### config.mk
export PLATFORM = sky130hd
export DESIGN_NAME = ddr2_bank_scheduler_flat
export DESIGN_NICKNAME = d
export VERILOG_FILES = /design/src/rtl/ddr2_bank_scheduler_pkg.sv /design/src/rtl/ddr2_bank_scheduler_if.sv /design/src/rtl/ddr2_bank_scheduler_bank_timer.sv /design/src/rtl/ddr2_bank_scheduler.sv /design/src/flat_wrapper.sv
export SDC_FILE = /design/constraint.sdc
export NUM_CORES = 1
export LEC_CHECK = 0
export ABC_AREA = 1
export BUFFER_PORTS_ARGS = -buffer_cell sky130_fd_sc_hd__buf_2
export CORE_ASPECT_RATIO = 0.6
export CORE_MARGIN = 3
export CORE_UTILIZATION = 47
export CTS_CLUSTER_SIZE = 40
export DETAILED_ROUTE_END_ITERATION = 8
export HOLD_SLACK_MARGIN = 0.08
export PLACE_DENSITY = 0.66
export SLEW_MARGIN = 15
export SYNTH_ARGS = -nofsm -noshare
export SYNTH_HDL_FRONTEND = slang
export SYNTH_HIERARCHICAL = 1
export SYNTH_SLANG_ARGS = --single-unit
### constraint.sdc
create_clock -name ddr_clk -period 2.2 [get_ports ddr_clk]
set_input_delay 0.33 -clock ddr_clk [delete_from_list [all_inputs] [get_ports ddr_clk]]
set_output_delay 0.33 -clock ddr_clk [all_outputs]
set_load 0.02 [all_outputs]
### src/rtl/ddr2_bank_scheduler_pkg.sv
// Shared types and default timing for the bank-aware DDR2 command scheduler.
package ddr2_sched_pkg;

  typedef enum logic [2:0] {
    ST_IDLE,
    ST_SCHED,
    ST_PRE,
    ST_ACT,
    ST_RW,
    ST_REF_PRE,
    ST_REF_CMD,
    ST_REF_WAIT
  } sched_state_e;

  // {cs_n, ras_n, cas_n, we_n}
  typedef logic [3:0] cmd_t;

  localparam cmd_t CMD_DESEL = 4'b1111;
  localparam cmd_t CMD_ACT   = 4'b0011;
  localparam cmd_t CMD_RD    = 4'b0101;
  localparam cmd_t CMD_WR    = 4'b0100;
  localparam cmd_t CMD_PRE   = 4'b0010;
  localparam cmd_t CMD_REF   = 4'b0001;

  localparam int unsigned DEF_BANK_W = 3;
  localparam int unsigned DEF_ROW_W  = 13;
  localparam int unsigned DEF_COL_W  = 10;
  localparam int unsigned DEF_T_RCD  = 3;
  localparam int unsigned DEF_T_RP   = 3;
  localparam int unsigned DEF_T_RAS  = 8;
  localparam int unsigned DEF_T_RFC  = 26;
  localparam int unsigned DEF_T_REFI = 1560;
  localparam int unsigned DEF_T_WTR  = 2;

endpackage

### src/rtl/ddr2_bank_scheduler_if.sv
// Request handshake and DDR2 command bus between front-end and scheduler.
interface ddr2_bank_scheduler_if #(
  parameter int unsigned BANK_W = 3,
  parameter int unsigned ROW_W  = 13,
  parameter int unsigned COL_W  = 10
);
  logic              req_valid;
  logic              req_ready;
  logic              req_write;
  logic [BANK_W-1:0] req_bank;
  logic [ROW_W-1:0]  req_row;
  logic [COL_W-1:0]  req_col;
  logic              ddr_cs_n;
  logic              ddr_ras_n;
  logic              ddr_cas_n;
  logic              ddr_we_n;
  logic [BANK_W-1:0] ddr_ba;
  logic [ROW_W-1:0]  ddr_a;
  logic              done_valid;
  logic              done_write;
  logic              refresh_busy;

  modport master (
    output req_valid, req_write, req_bank, req_row, req_col,
    input  req_ready, ddr_cs_n, ddr_ras_n, ddr_cas_n, ddr_we_n,
    input  ddr_ba, ddr_a, done_valid, done_write, refresh_busy
  );

  modport slave (
    input  req_valid, req_write, req_bank, req_row, req_col,
    output req_ready, ddr_cs_n, ddr_ras_n, ddr_cas_n, ddr_we_n,
    output ddr_ba, ddr_a, done_valid, done_write, refresh_busy
  );
endinterface

### src/rtl/ddr2_bank_scheduler_bank_timer.sv
// Per-bank open-row tracking with tRCD/tRAS/tRP down-counters.
module ddr2_bank_timer #(
  parameter int unsigned ROW_W = 13,
  parameter int unsigned T_RCD = 3,
  parameter int unsigned T_RP  = 3,
  parameter int unsigned T_RAS = 8
) (
  input  logic             ddr_clk,
  input  logic             ddr_rst_n,
  input  logic             act_i,
  input  logic             pre_i,
  input  logic             prea_i,
  input  logic [ROW_W-1:0] row_i,
  output logic             open_o,
  output logic [ROW_W-1:0] row_o,
  output logic             rcd_ok_o,
  output logic             ras_ok_o,
  output logic             rp_ok_o
);
  localparam int unsigned RCD_W = $clog2(T_RCD + 1);
  localparam int unsigned RAS_W = $clog2(T_RAS + 1);
  localparam int unsigned RP_W  = $clog2(T_RP + 1);

  logic             open_q, open_d;
  logic [ROW_W-1:0] row_q, row_d;
  logic [RCD_W-1:0] rcd_q, rcd_d;
  logic [RAS_W-1:0] ras_q, ras_d;
  logic [RP_W-1:0]  rp_q, rp_d;
  logic             rcd_ok_q, ras_ok_q, rp_ok_q;

  always_comb begin
    open_d = open_q;
    row_d  = row_q;
    rcd_d  = (rcd_q != '0) ? rcd_q - RCD_W'(1) : '0;
    ras_d  = (ras_q != '0) ? ras_q - RAS_W'(1) : '0;
    rp_d   = (rp_q  != '0) ? rp_q  - RP_W'(1)  : '0;
    if (act_i) begin
      open_d = 1'b1;
      row_d  = row_i;
      rcd_d  = RCD_W'(T_RCD - 1);
      ras_d  = RAS_W'(T_RAS - 1);
    end
    if (pre_i || prea_i) begin
      open_d = 1'b0;
      rp_d   = RP_W'(T_RP - 1);
    end
  end

  // ok flags are registered copies of "counter reaches zero"
  always_ff @(posedge ddr_clk or negedge ddr_rst_n) begin
    if (!ddr_rst_n) begin
      open_q   <= 1'b0;
      row_q    <= '0;
      rcd_q    <= '0;
      ras_q    <= '0;
      rp_q     <= '0;
      rcd_ok_q <= 1'b1;
      ras_ok_q <= 1'b1;
      rp_ok_q  <= 1'b1;
    end else begin
      open_q   <= open_d;
      row_q    <= row_d;
      rcd_q    <= rcd_d;
      ras_q    <= ras_d;
      rp_q     <= rp_d;
      rcd_ok_q <= (rcd_d == '0);
      ras_ok_q <= (ras_d == '0);
      rp_ok_q  <= (rp_d == '0);
    end
  end

  assign open_o   = open_q;
  assign row_o    = row_q;
  assign rcd_ok_o = rcd_ok_q;
  assign ras_ok_o = ras_ok_q;
  assign rp_ok_o  = rp_ok_q;
endmodule

### src/rtl/ddr2_bank_scheduler.sv
// Open-page DDR2 command scheduler with per-bank timing and periodic all-bank refresh.
module ddr2_bank_scheduler
  import ddr2_sched_pkg::*;
#(
  parameter int unsigned BANK_W = DEF_BANK_W,
  parameter int unsigned ROW_W  = DEF_ROW_W,
  parameter int unsigned COL_W  = DEF_COL_W,
  parameter int unsigned T_RCD  = DEF_T_RCD,
  parameter int unsigned T_RP   = DEF_T_RP,
  parameter int unsigned T_RAS  = DEF_T_RAS,
  parameter int unsigned T_RFC  = DEF_T_RFC,
  parameter int unsigned T_REFI = DEF_T_REFI,
  parameter int unsigned T_WTR  = DEF_T_WTR
) (
  input  logic                  ddr_clk,
  input  logic                  ddr_rst_n,
  ddr2_bank_scheduler_if.slave  bus
);
  localparam int unsigned NUM_BANKS = 2 ** BANK_W;
  localparam int unsigned WTR_W     = $clog2(T_WTR + 1);
  localparam int unsigned RFC_W     = $clog2(T_RFC + 1);
  localparam int unsigned REFI_W    = $clog2(T_REFI + 1);

  typedef struct packed {
    logic              write;
    logic [BANK_W-1:0] bank;
    logic [ROW_W-1:0]  row;
    logic [COL_W-1:0]  col;
  } req_t;

  sched_state_e      state_q, state_d, step;
  req_t              req_q, req_d;
  cmd_t              cmd_q, cmd_d;
  logic [BANK_W-1:0] ba_q, ba_d;
  logic [ROW_W-1:0]  a_q, a_d;
  logic              done_q, done_d, done_write_q, done_write_d;
  logic              ready_q, ready_d, busy_q, busy_d;
  logic [WTR_W-1:0]  wtr_q, wtr_d;
  logic [RFC_W-1:0]  rfc_q, rfc_d;
  logic [REFI_W-1:0] ref_cnt_q, ref_cnt_d;
  logic              ref_pend_q, ref_pend_d, ref_due;

  logic [NUM_BANKS-1:0] act_c, pre_c, bank_open, rcd_ok, ras_ok, rp_ok;
  logic                 prea_c;
  logic [ROW_W-1:0]     bank_row [NUM_BANKS];

  for (genvar g = 0; g < NUM_BANKS; g++) begin : g_bank
    ddr2_bank_timer #(
      .ROW_W(ROW_W), .T_RCD(T_RCD), .T_RP(T_RP), .T_RAS(T_RAS)
    ) u_timer (
      .ddr_clk   (ddr_clk),
      .ddr_rst_n (ddr_rst_n),
      .act_i     (act_c[g]),
      .pre_i     (pre_c[g]),
      .prea_i    (prea_c),
      .row_i     (req_q.row),
      .open_o    (bank_open[g]),
      .row_o     (bank_row[g]),
      .rcd_ok_o  (rcd_ok[g]),
      .ras_ok_o  (ras_ok[g]),
      .rp_ok_o   (rp_ok[g])
    );
  end

  always_comb begin
    state_d      = state_q;
    req_d        = req_q;
    cmd_d        = CMD_DESEL;
    ba_d         = '0;
    a_d          = '0;
    done_d       = 1'b0;
    done_write_d = 1'b0;
    act_c        = '0;
    pre_c        = '0;
    prea_c       = 1'b0;
    wtr_d        = (wtr_q != '0) ? wtr_q - WTR_W'(1) : '0;
    rfc_d        = (rfc_q != '0) ? rfc_q - RFC_W'(1) : '0;
    ref_due      = (ref_cnt_q == REFI_W'(T_REFI - 1));
    ref_cnt_d    = ref_due ? '0 : ref_cnt_q + REFI_W'(1);
    ref_pend_d   = ref_pend_q | ref_due;

    // SCHED acts on its classification in the same cycle, so a ready command costs no extra cycle
    step = state_q;
    if (state_q == ST_SCHED) begin
      if (!bank_open[req_q.bank])                   step = ST_ACT;
      else if (bank_row[req_q.bank] == req_q.row)   step = ST_RW;
      else                                          step = ST_PRE;
    end

    case (state_q)
      ST_IDLE: begin
        if (ref_pend_q) begin
          state_d = ST_REF_PRE;
        end else if (bus.req_valid && ready_q) begin
          req_d.write = bus.req_write;
          req_d.bank  = bus.req_bank;
          req_d.row   = bus.req_row;
          req_d.col   = bus.req_col;
          state_d     = ST_SCHED;
        end
      end
      ST_SCHED, ST_PRE, ST_ACT, ST_RW: begin
        state_d = step;
        case (step)
          ST_PRE: if (ras_ok[req_q.bank]) begin
            cmd_d              = CMD_PRE;
            ba_d               = req_q.bank;
            pre_c[req_q.bank]  = 1'b1;
            state_d            = ST_ACT;
          end
          ST_ACT: if (rp_ok[req_q.bank]) begin
            cmd_d              = CMD_ACT;
            ba_d               = req_q.bank;
            a_d                = req_q.row;
            act_c[req_q.bank]  = 1'b1;
            state_d            = ST_RW;
          end
          ST_RW: if (rcd_ok[req_q.bank] && (req_q.write || wtr_q == '0)) begin
            cmd_d        = req_q.write ? CMD_WR : CMD_RD;
            ba_d         = req_q.bank;
            a_d          = ROW_W'(req_q.col);
            done_d       = 1'b1;
            done_write_d = req_q.write;
            if (req_q.write) wtr_d = WTR_W'(T_WTR - 1);
            state_d      = ST_IDLE;
          end
          default: state_d = ST_IDLE;
        endcase
      end
      ST_REF_PRE: begin
        if (bank_open == '0) begin
          state_d = ST_REF_CMD;
        end else if (&(ras_ok | ~bank_open)) begin
          cmd_d     = CMD_PRE;
          a_d[10]   = 1'b1;
          prea_c    = 1'b1;
          state_d   = ST_REF_CMD;
        end
      end
      ST_REF_CMD: if (&rp_ok) begin
        cmd_d      = CMD_REF;
        rfc_d      = RFC_W'(T_RFC - 1);
        ref_pend_d = ref_due;
        state_d    = ST_REF_WAIT;
      end
      ST_REF_WAIT: if (rfc_q == '0) state_d = ST_IDLE;
      default: state_d = ST_IDLE;
    endcase

    ready_d = (state_d == ST_IDLE) && !ref_pend_d && (ref_cnt_d != REFI_W'(T_REFI - 1));
    busy_d  = ref_pend_d || (state_d == ST_REF_PRE) || (state_d == ST_REF_CMD) ||
              (state_d == ST_REF_WAIT);
  end

  always_ff @(posedge ddr_clk or negedge ddr_rst_n) begin
    if (!ddr_rst_n) begin
      state_q      <= ST_IDLE;
      req_q        <= '0;
      cmd_q        <= CMD_DESEL;
      ba_q         <= '0;
      a_q          <= '0;
      done_q       <= 1'b0;
      done_write_q <= 1'b0;
      ready_q      <= 1'b1;
      busy_q       <= 1'b0;
      wtr_q        <= '0;
      rfc_q        <= '0;
      ref_cnt_q    <= '0;
      ref_pend_q   <= 1'b0;
    end else begin
      state_q      <= state_d;
      req_q        <= req_d;
      cmd_q        <= cmd_d;
      ba_q         <= ba_d;
      a_q          <= a_d;
      done_q       <= done_d;
      done_write_q <= done_write_d;
      ready_q      <= ready_d;
      busy_q       <= busy_d;
      wtr_q        <= wtr_d;
      rfc_q        <= rfc_d;
      ref_cnt_q    <= ref_cnt_d;
      ref_pend_q   <= ref_pend_d;
    end
  end

  assign bus.req_ready    = ready_q;
  assign bus.ddr_cs_n     = cmd_q[3];
  assign bus.ddr_ras_n    = cmd_q[2];
  assign bus.ddr_cas_n    = cmd_q[1];
  assign bus.ddr_we_n     = cmd_q[0];
  assign bus.ddr_ba       = ba_q;
  assign bus.ddr_a        = a_q;
  assign bus.done_valid   = done_q;
  assign bus.done_write   = done_write_q;
  assign bus.refresh_busy = busy_q;
endmodule

### src/flat_wrapper.sv
// flat-port wrapper written by rule: the top's interface ports become plain ports
module ddr2_bank_scheduler_flat import ddr2_sched_pkg::*;
#(
  parameter int unsigned BANK_W = DEF_BANK_W,
  parameter int unsigned ROW_W  = DEF_ROW_W,
  parameter int unsigned COL_W  = DEF_COL_W,
  parameter int unsigned T_RCD  = DEF_T_RCD,
  parameter int unsigned T_RP   = DEF_T_RP,
  parameter int unsigned T_RAS  = DEF_T_RAS,
  parameter int unsigned T_RFC  = DEF_T_RFC,
  parameter int unsigned T_REFI = DEF_T_REFI,
  parameter int unsigned T_WTR  = DEF_T_WTR
)
  (ddr_clk, ddr_rst_n, bus_req_valid, bus_req_write, bus_req_bank, bus_req_row, bus_req_col, bus_req_ready, bus_ddr_cs_n, bus_ddr_ras_n, bus_ddr_cas_n, bus_ddr_we_n, bus_ddr_ba, bus_ddr_a, bus_done_valid, bus_done_write, bus_refresh_busy);
  ddr2_bank_scheduler_if #(.BANK_W(BANK_W), .ROW_W(ROW_W), .COL_W(COL_W)) bus_i ();
  input  logic ddr_clk;
  input  logic ddr_rst_n;
  input wire logic [$bits(bus_i.req_valid)-1:0] bus_req_valid;
  input wire logic [$bits(bus_i.req_write)-1:0] bus_req_write;
  input wire logic [$bits(bus_i.req_bank)-1:0] bus_req_bank;
  input wire logic [$bits(bus_i.req_row)-1:0] bus_req_row;
  input wire logic [$bits(bus_i.req_col)-1:0] bus_req_col;
  output wire logic [$bits(bus_i.req_ready)-1:0] bus_req_ready;
  output wire logic [$bits(bus_i.ddr_cs_n)-1:0] bus_ddr_cs_n;
  output wire logic [$bits(bus_i.ddr_ras_n)-1:0] bus_ddr_ras_n;
  output wire logic [$bits(bus_i.ddr_cas_n)-1:0] bus_ddr_cas_n;
  output wire logic [$bits(bus_i.ddr_we_n)-1:0] bus_ddr_we_n;
  output wire logic [$bits(bus_i.ddr_ba)-1:0] bus_ddr_ba;
  output wire logic [$bits(bus_i.ddr_a)-1:0] bus_ddr_a;
  output wire logic [$bits(bus_i.done_valid)-1:0] bus_done_valid;
  output wire logic [$bits(bus_i.done_write)-1:0] bus_done_write;
  output wire logic [$bits(bus_i.refresh_busy)-1:0] bus_refresh_busy;
  assign bus_i.req_valid = bus_req_valid;
  assign bus_i.req_write = bus_req_write;
  assign bus_i.req_bank = bus_req_bank;
  assign bus_i.req_row = bus_req_row;
  assign bus_i.req_col = bus_req_col;
  assign bus_req_ready = bus_i.req_ready;
  assign bus_ddr_cs_n = bus_i.ddr_cs_n;
  assign bus_ddr_ras_n = bus_i.ddr_ras_n;
  assign bus_ddr_cas_n = bus_i.ddr_cas_n;
  assign bus_ddr_we_n = bus_i.ddr_we_n;
  assign bus_ddr_ba = bus_i.ddr_ba;
  assign bus_ddr_a = bus_i.ddr_a;
  assign bus_done_valid = bus_i.done_valid;
  assign bus_done_write = bus_i.done_write;
  assign bus_refresh_busy = bus_i.refresh_busy;
  ddr2_bank_scheduler #(.BANK_W(BANK_W), .ROW_W(ROW_W), .COL_W(COL_W), .T_RCD(T_RCD), .T_RP(T_RP), .T_RAS(T_RAS), .T_RFC(T_RFC), .T_REFI(T_REFI), .T_WTR(T_WTR)) u_core (.ddr_clk(ddr_clk), .ddr_rst_n(ddr_rst_n), .bus(bus_i));
endmodule
==> metrics.md <==
| Metric | Value |
|---|---|
| Final setup fails | `229` |
| Peak per-stage delay on the critical path | `about 460 ps` |
| Deepest clock path buffer count | `3` |
| Post-synthesis net count | `1630` |
| Number of fillers in the final layout | `2144` |
| Worst VDD drop | `approximately 1.2 mV` |
| TritonCTS buffer count | `27` |
| Worst Tran Pin Value | `approximately 560 ps` |
| Worst EP required | `around 2700 ps` |
| Cells after Synth | `approximately 1600` |
| Row cnt | `46` |
| Die Wd | `between 200 and 250 um` |
| Port Buffer Count | `between 50 and 60` |
| MaxCap Viol Count | `0` |
| Failing checks | `setup timing` |
| CP max stage cell | `dfrtp_2` |
| Ys flop type | `dfrtp_1` |
| Multi-input logic area | `roughly 5300 um^2` |
| Die ar. | `around 30000 um^2` |
| YS warnings | `6` |
| Crit path arrival time | `roughly 3100 ps` |
| Cell Chain, Critical Path | `clkinv_4 > bufbuf_16 > nand2_1 > nand3_2 > nand2_4 > o21ai_2 > nand2_1 > nor2_2 > nand2_1 > nor2_1 > nand2_1 > nand2_4 > o21ai_4 > nand2_8 > nor3_4 > nor2_2 > inv_2 > nor2_1` |
| Ys async rst share | `1.00` |
| Crit-path most repeated cell | `nand2_1` |
| Final Hold Viols | `0` |
| Remaining Overflow, GRT | `0` |
| Residual DRC | `0` |
| Setup TNS | `-62140 ps` |
| First drt pass iteration count | `7` |
| Hold Slack | `approximately 100 ps` |
| Post-DRT Antenna Nets | `0` |
| Detailed Place HPWL | `~26 mm` |
| CP Launch Type | `flip-flop` |
| Initial antenna violation count | `0` |
| RSZ-0062 raised after global routing | `true` |
| Pin count of the biggest net entering global routing | `62` |
| Crit path buf inv count | `3` |
| Number of global-route vias before repair | `approximately 11000` |
| Total Nets Final | `1871` |
| FMAX | `378 MHz` |
| Final wirelength | `41.0 mm` |
| CTS Sinks | `~270` |
| Post-Syn Area | `between 10000 and 15000 um^2` |
| Fraction of layout cells with a size suffix above 1 | `0.276` |
| Synth unique cells | `between 40 and 50` |
| Compound-gate portion of the synthesized area | `0.0451` |
| Core Footprint | `between 20000 and 30000 um^2` |
| Vias | `11600` |
| Synth Area in Adders | `0.00289` |
| Final period util | `1.20` |
| Critical Path End Type | `flip-flop` |
| Antenna cell count | `0` |
| Pwr Density | `~1500 nW/um^2` |
| Main combinational cell family by area after synthesis | `simple AND/OR/NAND/NOR gates` |
| EDFF count, synth | `0` |
| DR iter-0 viols | `~1200` |
| Status | `finished with violations` |
| Hold Crit Class | `in2reg` |
| Rel. slew slack | `0.625` |
| Final Max Tran Viols | `0` |
| Total GRT Usage | `0.276` |
| Post-Synthesis Mean Instance Area | `a little over 8 um^2` |
| Simple-gate share of the synthesized area | `0.298` |
| Leakage | `around 9.1 nW` |
| Boundary pin count | `54` |
| Clk Latency, worst-skew pair | `approximately 560 ps` |
| Sequential-to-total area share from yosys stat | `0.530` |
| Wire length of the first global-routing pass | `62.9 mm` |
| Clock transition at path regs | `roughly 70 ps` |
| Synth Area in XOR/XNOR | `0.00338` |
| Final GP Congestion | `between 0.9 and 1` |
| Multiplexer share of the synthesized area | `0.0104` |
| CTS H-tree lvls | `1` |
| Die height | `roughly 130 um` |
| DR WL/cell | `18.5 um` |
| CTS tree | `done` |
| CP top delay family | `simple AND/OR/NAND/NOR gates` |
| Root Buffer | `clkbuf_16` |
| Vias/cell | `between 5 and 6` |
| Final worst slack | `-443 ps` |
| PnR Total Power | `25.2 mW` |
| Crit-path max FO | `15` |
| Critical Setup Path Class | `reg2reg` |
| Initial Util | `0.485` |
| Synthesis-to-layout area growth | `32.8%` |
| Seq. cell area | `slightly below 7000 um^2` |
| Flop and latch count out of synthesis | `approximately 270` |
| Fin crit period | `2640 ps` |
| Clock Skews | `~12 ps` |
[layout make-up]
| cell class | count | area share |
|---|---|---|
| Timing Repair Buffer | 249 | 0.152 |
| Timing Repair inverter | 11 | 0.00734 |
| Multi-Input combinational cell | 1048 | 0.307 |
| Inverter | 228 | 0.0574 |
| Sequential cell | 273 | 0.399 |
| Clock buffer | 42 | 0.0472 |
| Clock inverter | 8 | 0.00451 |
| Tap cell | 360 | 0.0262 |
[worst min-delay path, cell delays in order]
cell	delay, ps
buf_2	80
nor2_1	50
a21oi_1	150
[stage by stage]
stage | area, um^2 | utilization | setup WS, ps | instances
floorplan | 13000 | - | 1.96 | 1597
global placement | 14300 | 0.534 | -429 | 2072
detailed placement | 14300 | 0.534 | -440 | 2072
CTS | 16700 | 0.625 | -321 | 2207
global route | 17200 | 0.643 | -560 | 2219
finish | 17200 | 0.643 | -443 | 2219
[timing repair]
action | in CTS | in global routing
pin swaps | 57 | 61
cloned | 19 | 5
hold buffers | 26 | 0
resized for setup | 179 | 93
hold endpoints to repair | 125 | 0
endpoints found under the setup margin | 224 | 229
buffers inserted | 40 | 7
[synthesized netlist by cell type (all sizes together), types with 2 or more instances]
cell type | count | area [um^2]
mux2 | 12 | 135
ha | 3 | 37.5
a21oi | 37 | 185
a22o | 2 | 17.5
nand3b | 3 | 22.5
or2 | 3 | 18.8
nor4 | 7 | 43.8
buf | 36 | 387
inv | 228 | 921
xor2 | 4 | 35.0
o31ai | 2 | 15.0
dfrtp | 244 | 6110
o22ai | 5 | 31.3
nor3 | 19 | 95.1
nor2 | 153 | 629
a221oi | 3 | 26.3
o21ai | 44 | 231
nand4 | 17 | 106
clkbuf | 14 | 133
nand2 | 618 | 2390
nand3 | 101 | 541
dfstp | 29 | 762
a211oi | 3 | 22.5
a31oi | 3 | 18.8
[sequential cells by signal (all words and copies together) (netlist names), 4 cells and up]
| name | count |
|---|---|
| u_core/bus.ddr_a | 13 |
| u_core/cmd_q | 4 |
| u_core/g_bank.u_timer/open_o | 8 |
| u_core/g_bank.u_timer/ras_ok_o | 8 |
| u_core/g_bank.u_timer/ras_q | 32 |
| u_core/g_bank.u_timer/rcd_ok_o | 8 |
| u_core/g_bank.u_timer/rcd_q | 16 |
| u_core/g_bank.u_timer/row_o | 104 |
| u_core/g_bank.u_timer/rp_ok_o | 8 |
| u_core/g_bank.u_timer/rp_q | 16 |
| u_core/ref_cnt_q | 11 |
| u_core/req_q | 27 |
| u_core/rfc_q | 5 |
[final timing paths]
check	cells after the start	from	endpoint	slack (ps)
setup / recovery	18	u_core/req_q[23]	u_core/g_bank[1].u_timer/open_o	-440
hold / removal	3	bus_req_bank[1]	u_core/req_q[24]	100
setup reg to reg	18	u_core/req_q[23]	u_core/g_bank[1].u_timer/open_o	-440
hold reg to reg	1	u_core/g_bank[5].u_timer/rp_q[0]	u_core/g_bank[5].u_timer/rp_q[0]	420
max in group asynchronous	3	ddr_rst_n	u_core/g_bank[0].u_timer/rcd_ok_o	1180
min in group asynchronous	2	ddr_rst_n	u_core/g_bank[2].u_timer/ras_q[3]	290
[layer usage]
| layer | GRT usage | wire length (um) | up-vias | share of wire |
|---|---|---|---|---|
| li1 | - | - | 5421 | - |
| met1 | 0.424 | 18600 | 5555 | 0.45 |
| met2 | 0.390 | 17000 | 515 | 0.42 |
| met3 | 0.0735 | 4310 | 76 | 0.11 |
| met4 | 0.0640 | 1020 | 0 | 0.025 |
| met5 | 0 | 0 | - | 0 |
[cell usage in the layout, fill, tap and decap left out, types with 11 or more instances in the layout]
master | synthesis | routed
a21oi_1 | 37 | 33
buf_12 | 0 | 39
buf_2 | 3 | 52
buf_4 | 8 | 95
buf_6 | 17 | 21
clkbuf_16 | 0 | 32
dfrtp_1 | 244 | 242
dfstp_2 | 29 | 29
dlygate4sd3_1 | 0 | 26
inv_1 | 216 | 209
mux2_2 | 12 | 12
nand2_1 | 599 | 536
nand2_2 | 16 | 69
nand2_4 | 2 | 12
nand3_1 | 97 | 73
nand3_2 | 2 | 24
nand4_1 | 17 | 17
nor2_1 | 146 | 114
nor2_2 | 3 | 25
nor2_4 | 2 | 13
nor3_1 | 19 | 11
o21ai_0 | 34 | 21
o21ai_1 | 9 | 15
[power by group]
part | internal (mW) | leakage, nW | switching (mW)
registers | 6.91 | 3.49 | 1.30
logic | 4.88 | 5.17 | 7.38
clock network | 2.66 | 0.433 | 2.03
total | 14.4 | 9.10 | 10.7
[cells by family after synthesis]
kind of cell               count (synthesis)
and+or+nand+nor                          923
xor gates and xnor gates                   5
muxes                                     12
adders and majority gates                  3
DFF                                      273
buffers and inverters                    278
AOI/OAI and AO/OA                        103
No activity file was read; power rests on OpenSTA's default activity.
